===== src/rtl/prefetch_queue.sv =====
// Instruction prefetch queue: issues code fetches at PS:PC, buffers opcode bytes and
// presents the head of the stream to pre-decode.
module prefetch_queue #(
    parameter int unsigned DEPTH = 6,
    parameter int unsigned PEEK  = 6
) (
    input  logic              clk,
    input  logic              reset,
    input  logic              flush,
    input  logic [15:0]       flush_ps,
    input  logic [15:0]       flush_pc,
    output logic              fetch_req,
    output logic [19:0]       fetch_addr,
    input  logic              fetch_ack,
    input  logic [15:0]       fetch_data,
    output logic [8*PEEK-1:0] q_data,
    output logic [3:0]        q_count,
    output logic [15:0]       q_pc,
    input  logic [3:0]        consume
);

    localparam int unsigned QW = 8 * DEPTH;

    logic [QW-1:0] q_buf, q_buf_n, shifted;
    logic [3:0]    cnt_n, cons, rem, acc_n, free_n, fsize;
    logic [15:0]   q_pc_n, ps, ps_n, fpc, fpc_n;
    logic [19:0]   fetch_addr_n;
    logic          discard, discard_n, fetch_req_n;
    logic          accept, two;
    logic [7:0]    byte0, byte1;

    // Next-state: retire, append, then decide whether a new fetch may issue.
    always_comb begin
        cons         = (consume > q_count) ? q_count : consume;
        rem          = q_count - cons;
        two          = ~fpc[0];
        fsize        = two ? 4'd2 : 4'd1;
        accept       = fetch_req & fetch_ack & ~discard & ~flush;
        acc_n        = accept ? fsize : 4'd0;
        byte0        = two ? fetch_data[7:0] : fetch_data[15:8];
        byte1        = fetch_data[15:8];
        shifted      = q_buf >> {cons, 3'b000};
        q_buf_n      = shifted;
        cnt_n        = rem + acc_n;
        free_n       = 4'(DEPTH) - cnt_n;
        q_pc_n       = q_pc + {12'd0, cons};
        ps_n         = ps;
        fpc_n        = accept ? (fpc + {12'd0, fsize}) : fpc;
        discard_n    = discard;
        fetch_req_n  = fetch_req;
        fetch_addr_n = fetch_addr;

        for (int unsigned i = 0; i < DEPTH; i++) begin
            if (accept && 4'(i) == rem)
                q_buf_n[8*i +: 8] = byte0;
            if (accept && two && 4'(i) == rem + 4'd1)
                q_buf_n[8*i +: 8] = byte1;
        end

        // An ack always ends the bus cycle; a discarded one just drops its data.
        if (fetch_req && fetch_ack) begin
            discard_n   = 1'b0;
            fetch_req_n = 1'b0;
        end

        if (flush) begin
            cnt_n     = 4'd0;
            q_pc_n    = flush_pc;
            ps_n      = flush_ps;
            fpc_n     = flush_pc;
            discard_n = fetch_req & ~fetch_ack;
        end else if (!fetch_req && free_n >= fsize) begin
            fetch_req_n  = 1'b1;
            fetch_addr_n = {ps, 4'h0} + {4'h0, fpc};
        end
    end

    always_ff @(posedge clk or posedge reset) begin
        if (reset) begin
            q_buf      <= '0;
            q_count    <= 4'd0;
            q_pc       <= 16'd0;
            ps         <= 16'hFFFF;
            fpc        <= 16'd0;
            discard    <= 1'b0;
            fetch_req  <= 1'b0;
            fetch_addr <= 20'd0;
        end else begin
            q_buf      <= q_buf_n;
            q_count    <= cnt_n;
            q_pc       <= q_pc_n;
            ps         <= ps_n;
            fpc        <= fpc_n;
            discard    <= discard_n;
            fetch_req  <= fetch_req_n;
            fetch_addr <= fetch_addr_n;
        end
    end

    assign q_data = q_buf[8*PEEK-1:0];

endmodule

===== config.mk =====
export PLATFORM = sky130hd
export DESIGN_NAME = prefetch_queue
export DESIGN_NICKNAME = d
export VERILOG_FILES = /design/src/rtl/prefetch_queue.sv
export SDC_FILE = /design/constraint.sdc
export NUM_CORES = 1
export LEC_CHECK = 0
export BUFFER_PORTS_ARGS = -buffer_cell sky130_fd_sc_hd__buf_2
export CAP_MARGIN = 20
export CORE_UTILIZATION = 46
export DETAILED_ROUTE_END_ITERATION = 10
export GPL_TIMING_DRIVEN = 1
export PLACE_DENSITY_LB_ADDON = 0.1
export SETUP_SLACK_MARGIN = 0.4
export SYNTH_ARGS = -nofsm -noshare
export SYNTH_HDL_FRONTEND = slang
export SYNTH_SLANG_ARGS = --single-unit

===== constraint.sdc =====
create_clock -name clk -period 5.1 [get_ports clk]
set_clock_uncertainty 0.2 [all_clocks]
set_input_delay 0.51 -clock clk [delete_from_list [all_inputs] [get_ports clk]]
set_output_delay 0.51 -clock clk [all_outputs]
set_load 0.02 [all_outputs]

Word level (Yosys, flattened, before mapping)
Index checks and enable logic that the tools add are counted.

cells by class
  add/subtract/negate cells = 7
  $lt $le $gt $ge = 2
  equal/unequal tests = 10
  shift-type cells = 1
  mux-type cells = 25
  bitwise gates (word level) = 8
  reduce and logical (&&, ||, !) cells = 21

operators by type and width
  kind                 number
  $mux 8               13
  $mux 16              3
  $shr 48x7->48        1
  $add 20x16->20       1
  $add 16x2->16        1
  $add 16x4->16        1
  $eq 2x4->1 const A   4
  $eq 3x4->1 const A   4
  $logic_and 1x1->1    15
  $eq 1x4->1 const A   2
  $logic_not 4->1      2
  $mux 4               2
  $mux 1               5
  $add 4x1->4 const B  1
  $add 4x2->4          1
  $and 1x1->1          4
  $ge 4x2->1           1
  $gt 4x4->1           1
  $mux 2               2
  $not 1->1            4
  $reduce_bool 2->1    2
  $sub 3x4->4 const A  1
  $sub 4x4->4          1
  $reduce_and 2->1     1
  $logic_not 1->1      1

word-level totals
  register bits = 122
  output and inout port bits = 89
  word-level logic and storage cells = 82

Logic depth before layout (Yosys ltp)
Gate-level depths: netlist of run 1.

  word-level depth = 10
  mapped depth = 23
  mapped depth without buffers = 21

Worst setup path before layout of run 1
OpenSTA, ideal clock, no wires.

  kind = register to register
  start point = register q_count[1]
  end point = register fetch_addr[0]
  arrival = 5.290 ns
  setup slack = -0.515 ns
  stages on the path, launching flop included = 23
  path buffers = 3
  cell sequence = dfrtp_1 > inv_1 > ha_1 > nor2b_4 > o2111ai_4 > nand2_4 > mux2_4 > clkbuf_1 > clkbuf_1 > fa_1 > inv_1 > nor2_1 > a21oi_1 > ha_1 > ha_1 > inv_1 > ha_1 > a21oi_1 > nand3_1 > o21ai_0 > a211o_1 > buf_2 > mux2_2

on the way
  word-level cells in the longest chain between the ends = 8

RTL lines
  item                          RTL line  text
  start, declared               17        output logic [3:0] q_count,
  start signal, assigned        90        q_count <= cnt_n;
  $gt 4x4->1                    34        cons = (consume > q_count) ? q_count : consume;
  $mux 4                        34
  $sub 4x4->4 *                 35        rem = q_count - cons;
  $add 4x2->4 *                 44        cnt_n = rem + acc_n;
  $sub 3x4->4 *                 45        free_n = 4'(DEPTH) - cnt_n;
  $ge 4x2->1 *                  72        end else if (!fetch_req && free_n >= fsize) begin
  $logic_and 1x1->1 *           72
  $reduce_and 2->1 (no line) *  -
  end signal, assigned          96        fetch_addr <= fetch_addr_n;
  end, declared                 13        output logic [19:0] fetch_addr,

Mark *: on every way between the ends. The rest lies on a longest branch, timed or not.
A chain may end at the register's enable or synchronous reset.

Worst setup path after layout of run 1
  start point = register q_count[1]
  end point = register fetch_addr[11]

Same word-level chain as after synthesis.

==> run summary, run 1 <==
For this run, the number of Yosys warnings is 0. Number of global-route vias before repair: 6682. After detailed routing, no signal wire sits above met4.

Yosys mapped the design onto 64 distinct sky130hd cell types. Final critical path time including I/O delays and setup: 4.76 ns. The worst register-to-register path ends at fetch_addr[11].

The total via count in the routed design is 6981, and the power density normalized to cell area is 618 mW/mm2. Summing every instance area after synthesis gives 0.00776 mm2. The post-synthesis to final-layout area growth is 25.1%.

In this run the number of H-tree levels came out at 4. The analysis attributes to cell leakage a power of 4.48 nW. Clock-pin slew was measured on the worst setup and hold paths at 0.06 ns. In the final routed layout, each cell accounts on average for 18.6 um.

The worst setup path is captured at a flop. The tools report the worst ir drop on vdd as 0.000352 V. In this run the standard cell core region covers 0.0165 mm2. The clock reaches the later pin of the worst-skew pair after 0.43 ns. The tightest min-delay check is of the in -> reg type. The worst register-to-register path begins at q_count[1].

Area share of the largest cell type after synthesis: 34.2%. The largest total area in the synthesized netlist belongs to dfrtp_1. CTS saw 122 sinks. The first global-routing pass estimated 36.1 mm of wire.

The number of violations of the max-capacitance limit was 0; the antenna violation net count after detailed routing was 0. The number of diodes was 0. Worst setup path endpoint: fetch_addr[11]. The number of cells on the worst reg-to-reg path is 23. The worst pin sits at a relative slew slack of 41.9%. Data required time of the worst path: 5.21 ns. Clock tree synthesis selected as its root buffer the cell clkbuf_16. Once layout is complete, the cells apart from fillers number 1215.

After detailed routing, the wire length on met1 is 10.0 mm. Setup violations remaining at the end of the flow were counted as 0. The die covers 0.0174 mm2. The initial utilization of the core area, before any placement, comes to 47.0%. After global routing the overflow that remains totals 0. The number of antenna violations at the first check in global routing was 0.

Among all cell types in the netlist, the one instantiated most often is dfrtp_1. By startpoint and endpoint, the worst setup path is classified as reg -> reg. For the achievable clock frequency, the log shows 0.210 GHz. The boundary pin count was 145; the number of enable-type register cells in the synthesized netlist was 0. The number of max-slew violations in the final report is 0, and the routed wire length is 22.6 mm.

The buffer depth of the longest clock path was 2; the length of routed met2 wiring was 10.7 mm. The proportion of register bits with asynchronous set or reset after synthesis works out to 100%. At the placement stage, the worst setup path has a slack of 0.0114 ns. The die width is 132 um, and the number of search-and-repair iterations in the first detailed-routing pass is 5. After the last flow step, the layout net total stands at 1071. Average size of a mapped cell: 9.43 um2. The number of nets in the synthesized netlist is 912.

The number of hold-slack violations in the final timing report is 0. The synthesized flop and latch total was 122. The commonest cells after synthesis are dfrtp_1, nor2_1, o21ai_0. Placed wire-length estimate: 15.5 mm. By area the synthesized netlist is led by dfrtp_1, mux2_2, dfstp_2.

The share of post-route cells with drive strength above 1 was 32.6%; the actual transition at the worst max-transition pin was 0.872 ns. The critical path starts at q_count[1]. The die is 132 um tall. At the worst endpoint, the arrival time is 4.87 ns.

Dividing the final minimum period by the clock period gives 93.4%. Entering global routing, the biggest net connects 67 pins. In the global route stage, overall resource usage came out at 26.6%. The number of cells produced by synthesis is 823, and the final weighted congestion of routability-driven global placement is 0.866. The filler cells instantiated in the layout total 1487. The maximum fanout along the worst path was 5.

The floorplan has 47 rows. Among all flip-flop cells after synthesis, the most frequent one is dfrtp_1. Vias per cell: 5.75.

For the DRC violations left, the log shows 0. Setup repair after global routing could not meet its margin everywhere. Counting the buffers created by CTS gives 17.

In this run, the number of DRC markers left after iteration 0 of detailed routing was 550. TritonCTS built the clock tree. Counting tap cells, the placed design contains a total of 1165 instances. The tools report the type of origin of the critical path as a flop. The flow ran to the end, and the final reports show no timing, DRC or antenna violations. The tools report the sum of negative setup slack as 0 ns. The post-route worst setup slack is 0.336 ns, and the register-to-register setup slack is 0.34 ns. The detailed route wirelength on metal3 is 1.55 mm, and the count of buffers from port buffering is 144. After synthesis, flip-flops and latches occupy 39.6% of the total area.
## state kept, by name (all words and copies together) (netlist names)
register    cells
discard         1
q_pc           16
fetch_addr     20
fpc            16
ps             16
fetch_req       1
q_count         4
q_data         48
## metal layers
| layer | vias to the layer above | global-route usage (%) |
|---|---|---|
| li1 | 3285 | - |
| met1 | 3355 | 35.3 |
| met2 | 307 | 43.7 |
| met3 | 34 | 6.00 |
| met4 | 0 | 7.30 |
| met5 | - | 0 |
## stage by stage
| stage | utilization [%] | power, mW | hold slack (ns) | area (um2) |
|---|---|---|---|---|
| 2_1_floorplan | - | 3.56 | 0.318 | 7830 |
| 3_3_place_gp | 53.2 | 4.26 | 0.265 | 8800 |
| 3_5_place_dp | 53.2 | 4.29 | 0.267 | 8800 |
| 4_1_cts | 58.5 | 5.91 | 0.0921 | 9660 |
| 5_1_grt | 58.8 | 6.35 | 0.102 | 9710 |
| 6_report | 58.8 | 6.00 | 0.0976 | 9710 |
## layout make-up
type / count / area (um2) / area share [%]
multi-input cells: 630 / 4540 / 46.7
flip-flops and latches: 122 / 3080 / 31.7
repair buffers: 185 / 1140 / 11.7
clock buffers: 18 / 439 / 4.52
well taps: 220 / 275 / 2.83
clock inverters: 14 / 148 / 1.52
inverters: 26 / 103 / 1.06
## kinds of logic after synthesis
group,share of synthesized area (%)
and+or+nand+nor,14.1
AOI/OAI and AO/OA,18.5
DFF,39.6
muxes,13.6
buffers and inverters,3.66
xor gates and xnor gates,4.96
adders and majority gates,5.61
## layout by cell type (no fill, tap or decap), drive strengths merged, types with 26 or more instances in the layout
cell,n
buf,184
dfrtp,106
nor2,96
o21ai,62
nand2,58
mux2,56
a21oi,51
mux2i,40
a31oi,37
ha,30
inv,27
xnor2,26
## where the power goes
group	total [mW]	internal, mW	switching (mW)
sequential	1.42	1.23	0.190
combinational	3.38	1.49	1.89
clock	1.21	0.733	0.473
total	6.00	3.45	2.55
## what timing repair did
item,4_1_cts,5_1_grt
endpoints found under the hold margin,16,0
gates resized for setup,20,10
endpoints found under the setup margin,20,21
pin swaps,12,10
hold buffers,1,0
setup buffers,11,3
gates cloned,3,0
## how the worst min path moves through the flow
stage                      startpoint       endpoint  slack (ns)  depth (start not counted)
after floorplan                fpc[2]  fetch_addr[2]        0.32                          1
after global placement          reset     q_data[21]        0.27                          2
after detailed placement        reset     q_data[21]        0.27                          2
after CTS                 flush_ps[1]          ps[1]        0.09                          3
after global routing        fetch_ack      fetch_req        0.10                          2
final                     flush_ps[1]          ps[1]         0.1                          3
## critical path: stages, from the launching register on
cell and delay (ns):
dfrtp_2 0.37, inv_2 0.05, ha_4 0.26, nor2b_4 0.16, o2111ai_4 0.15, nand2_4 0.12, mux2i_4 0.26, inv_4 0.05
ha_4 0.15, fa_2 0.56, inv_2 0.05, nor2_1 0.08, a21oi_1 0.05, ha_1 0.32, ha_1 0.28, inv_1 0.03
ha_1 0.28, a21oi_2 0.07, nand4b_1 0.11, nor2_2 0.05, a211o_4 0.40, buf_12 0.16, buf_16 0.14, mux2_4 0.29
Note: power is estimated with default switching activity, not from simulation.
==> inputs of run 2 (changes only) <==
MAX_ROUTING_LAYER = met4   (was unset)
REMOVE_ABC_BUFFERS = 1   (was unset)
==> run 2 against run 1 <==
  * Core utilization up 1.3 points
  * First-iteration DRC count down 7.5%
  * Routed wire length up 3.1%
  * Total power up 6.9%
  * Clock power up 12%
  * Combinational power up 7.7%
  * Register-to-register slack worse by 0.04 ns
  * Non-clock buffer count up 16
  * Critical path depth up 1
  * Via count about the same
  * Cell count up 1.5%
  * Clock-buffer cell count up 1
  * Critical endpoint is now fetch_addr[9]
==> run summary, run 2 (same netlist as run 1, synthesis figures left out) <==
The number of max-slew violations in the final report was 0 (unchanged). Maximum level of the CTS H-tree: 4 (unchanged). The share of post-route cells with drive strength above 1 is 34.4% (was 32.6%), and the worst ir drop on vdd is 0.000336 V (was 0.000352 V). TritonCTS built the clock tree.

The run gives 0.0165 mm2 (unchanged) as the standard cell core area. The number of design-rule violations left by the first detailed-router iteration was 509 (was 550). The leakage power of the design was 4.52 nW (was 4.48 nW); the vias per cell was 5.66 (was 5.75). The type of origin of the critical path was a flop (unchanged). The power density normalized to cell area came out at 646 mW/mm2 (was 618 mW/mm2).

The pre-CTS setup slack was 0.0175 ns (was 0.0114 ns). The final weighted congestion of routability-driven global placement came out at 0.901 (was 0.866). The DRC violations left came out at 0 (unchanged). The number of violations of the max-capacitance limit was 0 (unchanged). The placed wire-length estimate is 15.4 mm (was 15.5 mm). The flow ran to the end, and the final reports show no timing, DRC or antenna violations. The buffer type at the clock tree root is clkbuf_16 (unchanged). The actual transition at the worst max-transition pin is 1.01 ns (was 0.872 ns), and the number of antenna violations at the first check in global routing is 2 (was 0). The achievable clock frequency is 0.208 GHz (was 0.210 GHz). The number of search-and-repair iterations in the first detailed-routing pass is 5 (unchanged). The number of rows in the core area is 47 (unchanged), and the final worst-path cycle share is 94.2% (was 93.4%). The run gives 0.0174 mm2 (unchanged) as the die outline area. The tools report the TritonCTS buffer count as 17 (unchanged). The kind of critical path is reg -> reg (unchanged). The effective utilization at floorplan was 47.0% (unchanged). The post-synthesis to final-layout area growth came out at 28.0% (was 25.1%).

The run gives 0 (unchanged) as the antenna violation net count after detailed routing. The number of global-route vias before repair came out at 6929 (was 6682). The final critical path time including I/O delays and setup is 4.81 ns (was 4.76 ns), and the total via count in the routed design is 6984 (was 6981). The number of hold-slack violations in the final timing report came out at 0 (unchanged). Die width: 132 um (unchanged). The buffer depth of the longest clock path came out at 2 (unchanged). For the net count of the finished layout, the log shows 1087 (was 1071). The boundary pin count was 145 (unchanged); the normalized max-slew margin was 32.6% (was 41.9%).

The setup violation total in the final timing report came out at 0 (unchanged). The count of buffers from port buffering works out to 144 (unchanged). The wire length of the first global-routing pass was 37.1 mm (was 36.1 mm); the clock latency at the later pin of the worst-skew pair was 0.42 ns (was 0.43 ns). The flip-flop count of the largest register after layout is 48 (unchanged).

The arrival time of data at the critical path endpoint is 4.90 ns (was 4.87 ns), and the final design instance area without fill is 0.00994 mm2 (was 0.00971 mm2). Routed wire length: 23.3 mm (was 22.6 mm). Most used cells in the layout excluding fill and tap cells: buf_2, dfrtp_1, nor2_1 (unchanged).

The tools report the overall global routing resource usage as 28.5% (was 26.6%). The maximum fanout along the worst path is 6 (was 5). The number of clock sinks was 122 (unchanged); the clock slew at the register clock pins of the worst setup and hold paths was 0.06 ns (about the same). Type of the tightest min-delay check: in -> async (was in -> reg). The residual overflow from global routing is 0 (unchanged), and the pin count of the biggest net entering global routing is 67 (unchanged). The logs give 0.295 ns (was 0.336 ns) for the post-route worst setup slack and 5.20 ns (was 5.21 ns) for the data required time of the worst path.

Setup repair after global routing could not meet its margin everywhere. The vertical die dimension is 132 um (unchanged), and the sum of negative setup slack is 0 ns (unchanged). The standard cell area after detailed placement is 0.00881 mm2 (was 0.00880 mm2). The most frequent standard cell in the layout excluding fill and tap cells is buf_2 (unchanged). The core utilization of the finished layout was 60.1% (was 58.8%).

The average wire length per cell after detail routing is 18.9 um (was 18.6 um). The sort of element at the end of the critical path was a flop (unchanged).
-- run 2: cell count changes in the layout (fill, tap and decap cells not counted), moves of 3 or more --
cell	before	now
bufinv_16	2	5
buf_4	33	47
mux2_2	36	53
clkinv_2	4	1
ha_4	3	6
buf_6	0	3
mux2_4	20	3
ha_1	27	24
-- run 2: worst paths after layout --
kind	from	to	slack, ns	cells after the start
worst max-delay path	q_count[1]	fetch_addr[9]	0.29	24
worst min-delay path	reset	fetch_addr[14]	0.06	2
worst max register to register	q_count[1]	fetch_addr[9]	0.29	24
worst min register to register	fetch_addr[14]	fetch_addr[14]	0.30	1
max in group asynchronous	reset	ps[0]	3.68	3
min in group clk	flush_ps[1]	ps[1]	0.10	3
-- run 2: metrics by stage --
step                      cells  hold slack (ns)  power (mW)
after detailed placement   1172            0.293        4.29
after floorplan             778            0.318        3.40
final                      1233           0.0558        6.42
after global placement     1172            0.288        4.26
after CTS                  1225           0.0775        6.21
after global routing       1233            0.100        6.81
-- run 2: final cells by class --
cell class              count  area, um2
diodes                      2       5.00
fillers                  1504       6590
clock inverters            13        214
clock buffers              19        443
flip-flops and latches    122       3070
multi-input cells         630       4560
repair buffers            201       1260
well taps                 220        275
inverters                  26        100
-- run 2: power breakdown --
group	switching, mW	total (mW)	leakage, nW	internal (mW)
combinational	2.00	3.64	2.71	1.64
sequential	0.196	1.43	1.50	1.23
clock	0.472	1.36	0.315	0.886
-- run 2: per-layer routing --
| metal | up-vias | global-route usage (%) | part of all wire (%) |
|---|---|---|---|
| met5 | - | - | 0 |
| met4 | 0 | 10.7 | 2.2 |
| met3 | 41 | 7.27 | 6.9 |
| met2 | 268 | 46.0 | 49 |
| met1 | 3355 | 34.4 | 42 |
| li1 | 3320 | - | - |
-- run 2: repair_timing --
action / CTS / global route
gates resized for setup: 17 / 20
hold buffers: 0 / 0
setup buffers: 19 / 6
pin swaps: 12 / 16
gates cloned: 2 / 0
setup endpoints to repair: 19 / 51
-- run 2: worst max-delay path: stages (launching register included) --
cell and delay (ns):
dfrtp_1 0.36, inv_2 0.06, ha_4 0.27, nor2b_4 0.15, o2111ai_4 0.13, nand2_4 0.13, mux2i_4 0.24, inv_2 0.08
ha_4 0.16, fa_2 0.56, inv_2 0.05, buf_4 0.12, buf_4 0.12, buf_4 0.12, buf_4 0.12, buf_4 0.12
buf_4 0.15, a21oi_1 0.23, xnor2_2 0.15, nand3_1 0.13, o21ai_1 0.09, a211o_4 0.36, buf_12 0.15, buf_12 0.14
mux2_4 0.30
==> inputs of run 3 (changes only) <==
==> constraint.sdc (replaced) <==
create_clock -name clk -period 5.1 [get_ports clk]
set_clock_uncertainty 0.2 [all_clocks]
set_input_delay 1.275 -clock clk [delete_from_list [all_inputs] [get_ports clk]]
set_output_delay 1.275 -clock clk [all_outputs]
set_load 0.02 [all_outputs]
==> run 3 against run 2 <==
  * The run now ends with setup timing left
  * Routed wire length rose by 4.7%
  * Critical endpoint is now fetch_addr[11]
  * Via count rose by 3.3%
  * First-iteration DRC count fell by 20%
  * Core utilization rose by 3.5 points
  * Worst setup slack got worse by 0.46 ns
  * Critical path depth fell by 2
  * Critical path type is now in -> reg
  * Register-to-register slack got worse by 0.05 ns
  * Non-clock buffer count rose by 34
==> run summary, run 3 (same netlist as run 1, synthesis figures left out) <==
The number of design-rule violations left by the first detailed-router iteration was 405 (was 509); the die width was 132 um (unchanged). The source of the worst register-to-register timing path was q_count[1] (unchanged). Count of buffers from port buffering: 144 (unchanged). The average wire length per cell after detail routing is 19.3 um (was 18.9 um), and the number of inserted filler cells in the final layout is 1420 (was 1504).

The tools report the total via count in the routed design as 7215 (was 6984). The tools report the reg-to-reg critical path endpoint as fetch_addr[11] (was fetch_addr[9]). The met1 demand-to-capacity share in global routing is 34.4% (about the same), and the buffer depth of the longest clock path is 2 (unchanged). The switching part of the total was 42.3% (was 41.5%); the setup violation total in the final timing report was 20 (was 0). The run gives 24.4 mm (was 23.3 mm) as the routed wire length. The standard cell core area is 0.0165 mm2 (unchanged). The normalized max-slew margin was 49.8% (was 32.6%). The run gives 0 (unchanged) as the antenna violation net count after detailed routing. For the pin count of the biggest net entering global routing, the log shows 81 (was 67).

The run gives 17 (unchanged) as the TritonCTS buffer count. The clock latency at the later pin of the worst-skew pair was 0.42 ns (about the same); the number of max-slew violations in the final report was 0 (unchanged). Depth of the most critical reg-to-reg path: 22 (was 24). The final critical path time including I/O delays and setup is 5.27 ns (was 4.81 ns), and the die outline area is 0.0174 mm2 (unchanged). The power share of the sequential group was 21.4% (was 22.2%). The post-synthesis to final-layout area growth was 35.3% (was 28.0%). For the post-route worst setup slack, the log shows -0.167 ns (was 0.295 ns).

The residual overflow from global routing is 0 (unchanged). The logs give 0 (unchanged) for the number of hold buffers added after CTS and 0 (unchanged) for the number of hold-slack violations in the final timing report. The actual transition at the worst max-transition pin was 0.731 ns (was 1.01 ns); the arrival time of data at the critical path endpoint was 5.37 ns (was 4.90 ns). The power density normalized to cell area is 639 mW/mm2 (was 646 mW/mm2). The run gives 145 (unchanged) as the boundary pin count. The logs give 122 (unchanged) for the number of clock sinks and 18.5% (was 21.1%) for the clock network fraction of design power.

The core utilization of the finished layout was 63.6% (was 60.1%). The wire length of the first global-routing pass is 36.7 mm (was 37.1 mm). The effective utilization at floorplan came out at 47.0% (unchanged).

The tools report the data required time of the worst path as 5.20 ns (about the same). The number of search-and-repair iterations in the first detailed-routing pass was 4 (was 5). Type of the tightest min-delay check: reg -> reg (was in -> async). The global-route layer with the greatest usage is met2 (unchanged).

The share of post-route cells with drive strength above 1 was 40.1% (was 34.4%); the global routing usage on met3 was 5.31% (was 7.27%). Kind of critical path: in -> reg (was reg -> reg). The achievable clock frequency was 0.190 GHz (was 0.208 GHz); the switching power was 2.84 mW (was 2.67 mW).

Total power: 6.71 mW (was 6.42 mW). Setup repair after global routing could not meet its margin everywhere. The worst setup path endpoint was fetch_addr[11] (was fetch_addr[9]). Placed wire-length estimate: 15.9 mm (was 15.4 mm). The number of violations of the max-capacitance limit was 0 (unchanged); the register-to-register setup slack was 0.24 ns (was 0.29 ns).

For the DRC violations left, the log shows 0 (unchanged). Overall global routing resource usage: 28.3% (was 28.5%). The clock slew at the register clock pins of the worst setup and hold paths was 0.06 ns (about the same); the vias per cell was 5.70 (was 5.66). Most used cells in the layout excluding fill and tap cells: buf_2, dfrtp_1, nor2_1 (unchanged). The most frequent standard cell in the layout excluding fill and tap cells was buf_2 (unchanged). For the maximum level of the CTS H-tree, the log shows 4 (unchanged). The combinational group share of total power is 60.0% (was 56.7%). The number of global-route vias before repair came out at 6948 (was 6929). The tools report the type of origin of the critical path as a primary input (was a flop). The met2 layer usage reported by global route is 46.1% (was 46.0%), and the final worst-path cycle share is 103% (was 94.2%). The final weighted congestion of routability-driven global placement was 0.898 (was 0.901). The flow ran to the end, but the final reports show violations. The tools report the buffer type at the clock tree root as clkbuf_16 (unchanged). The tools report the area of combinational cells with multiple inputs as 0.00482 mm2 (was 0.00456 mm2). The flip-flop count of the largest register after layout came out at 48 (unchanged). The number of antenna violations at the first check in global routing is 1 (was 2).

The final reports fail on setup timing. The tools report the critical path startpoint as consume[1] (was q_count[1]). The filler-free cell count of the finished design was 1266 (was 1233); the register area was 0.00307 mm2 (unchanged). The number of rows in the core area was 47 (unchanged); the maximum fanout along the worst path was 6 (unchanged). The worst ir drop on vdd is 0.000386 V (was 0.000336 V). Net count of the finished layout: 1121 (was 1087). Sort of element at the end of the critical path: a flop (unchanged). The logs give 1207 (was 1172) for the instance count after placement with tap cells included and 3.87 mW (was 3.75 mW) for the internal power. The vertical die dimension works out to 132 um (unchanged).

TritonCTS built the clock tree. The leakage power of the design is 4.80 nW (was 4.52 nW).
-- run 3: cell types whose count changed in the layout (fill, tap and decap cells not counted), sizes merged --
cell	before	now
diode	2	1
buf	201	233
bufinv	5	3
inv	28	25
clkinv	4	5
clkinvlp	2	1
clkbuf	19	26
-- run 3: worst max-delay path, stage by stage --
cell,delay (ns)
buf_8,0.10
ha_4,0.26
nor2b_4,0.15
o2111ai_4,0.13
nand2_4,0.12
mux2i_4,0.24
inv_2,0.07
ha_4,0.16
fa_2,0.56
inv_2,0.05
nor2_2,0.12
a21oi_2,0.04
ha_1,0.36
ha_4,0.28
inv_2,0.04
ha_4,0.27
a21oi_4,0.06
nand4b_1,0.09
nor2_1,0.06
a211o_4,0.43
buf_12,0.18
mux2_4,0.30
-- run 3: power groups by stage --
| stage | logic [mW] | clock network [mW] | registers, mW |
|---|---|---|---|
| after CTS | 3.47 | 1.26 | 1.42 |
| after global placement | 3.05 | 0 | 1.44 |
| after detailed placement | 3.09 | 0 | 1.44 |
| final | 4.03 | 1.24 | 1.44 |
| after global routing | 4.30 | 1.30 | 1.47 |
| after floorplan | 1.74 | 0 | 1.66 |
-- run 3: how the worst min path moves through the flow --
stage                     slack (ns)  depth (start not counted)             end           start
after floorplan                 0.32                          1   fetch_addr[2]          fpc[2]
after detailed placement        0.29                          1  fetch_addr[15]  fetch_addr[15]
after global routing            0.32                          1   fetch_addr[4]   fetch_addr[4]
after CTS                       0.31                          1  fetch_addr[15]  fetch_addr[15]
after global placement          0.29                          1  fetch_addr[15]  fetch_addr[15]
final                           0.30                          1   fetch_addr[4]   fetch_addr[4]
-- run 3: per-layer routing --
layer / up-vias / wire length, um
li1: 3397 / -
met1: 3446 / 10200
met2: 316 / 12100
met3: 56 / 1630
met4: 0 / 584
met5: - / 0
-- run 3: stage by stage --
stage | TNS [ns] | worst slack, ns | hold WS [ns] | area (um2)
2_1_floorplan | -38.37 | -1.32 | 0.318 | 7580
3_3_place_gp | -12.01 | -0.579 | 0.287 | 9080
3_5_place_dp | -14.93 | -0.728 | 0.291 | 9080
4_1_cts | -0.881 | -0.0600 | 0.305 | 9910
5_1_grt | -6.03 | -0.325 | 0.323 | 10500
6_report | -2.90 | -0.167 | 0.304 | 10500
-- run 3: final cells by class --
class / count / share of cell area (%)
tap: 220 / 2.62
sequential: 122 / 29.2
timing repair buffer: 235 / 15.5
antenna: 1 / 0.0238
multi-input combinational: 630 / 45.9
clock inverter: 8 / 1.12
inverter: 26 / 0.953
clock buffer: 24 / 4.58
-- run 3: timing repair --
| item | CTS | global route |
|---|---|---|
| hold endpoints to repair | 0 | 0 |
| endpoints found under the setup margin | 29 | 67 |
| setup buffers | 8 | 10 |
| resized for setup | 25 | 137 |
| pin swaps | 11 | 25 |
| gates cloned | 2 | 5 |
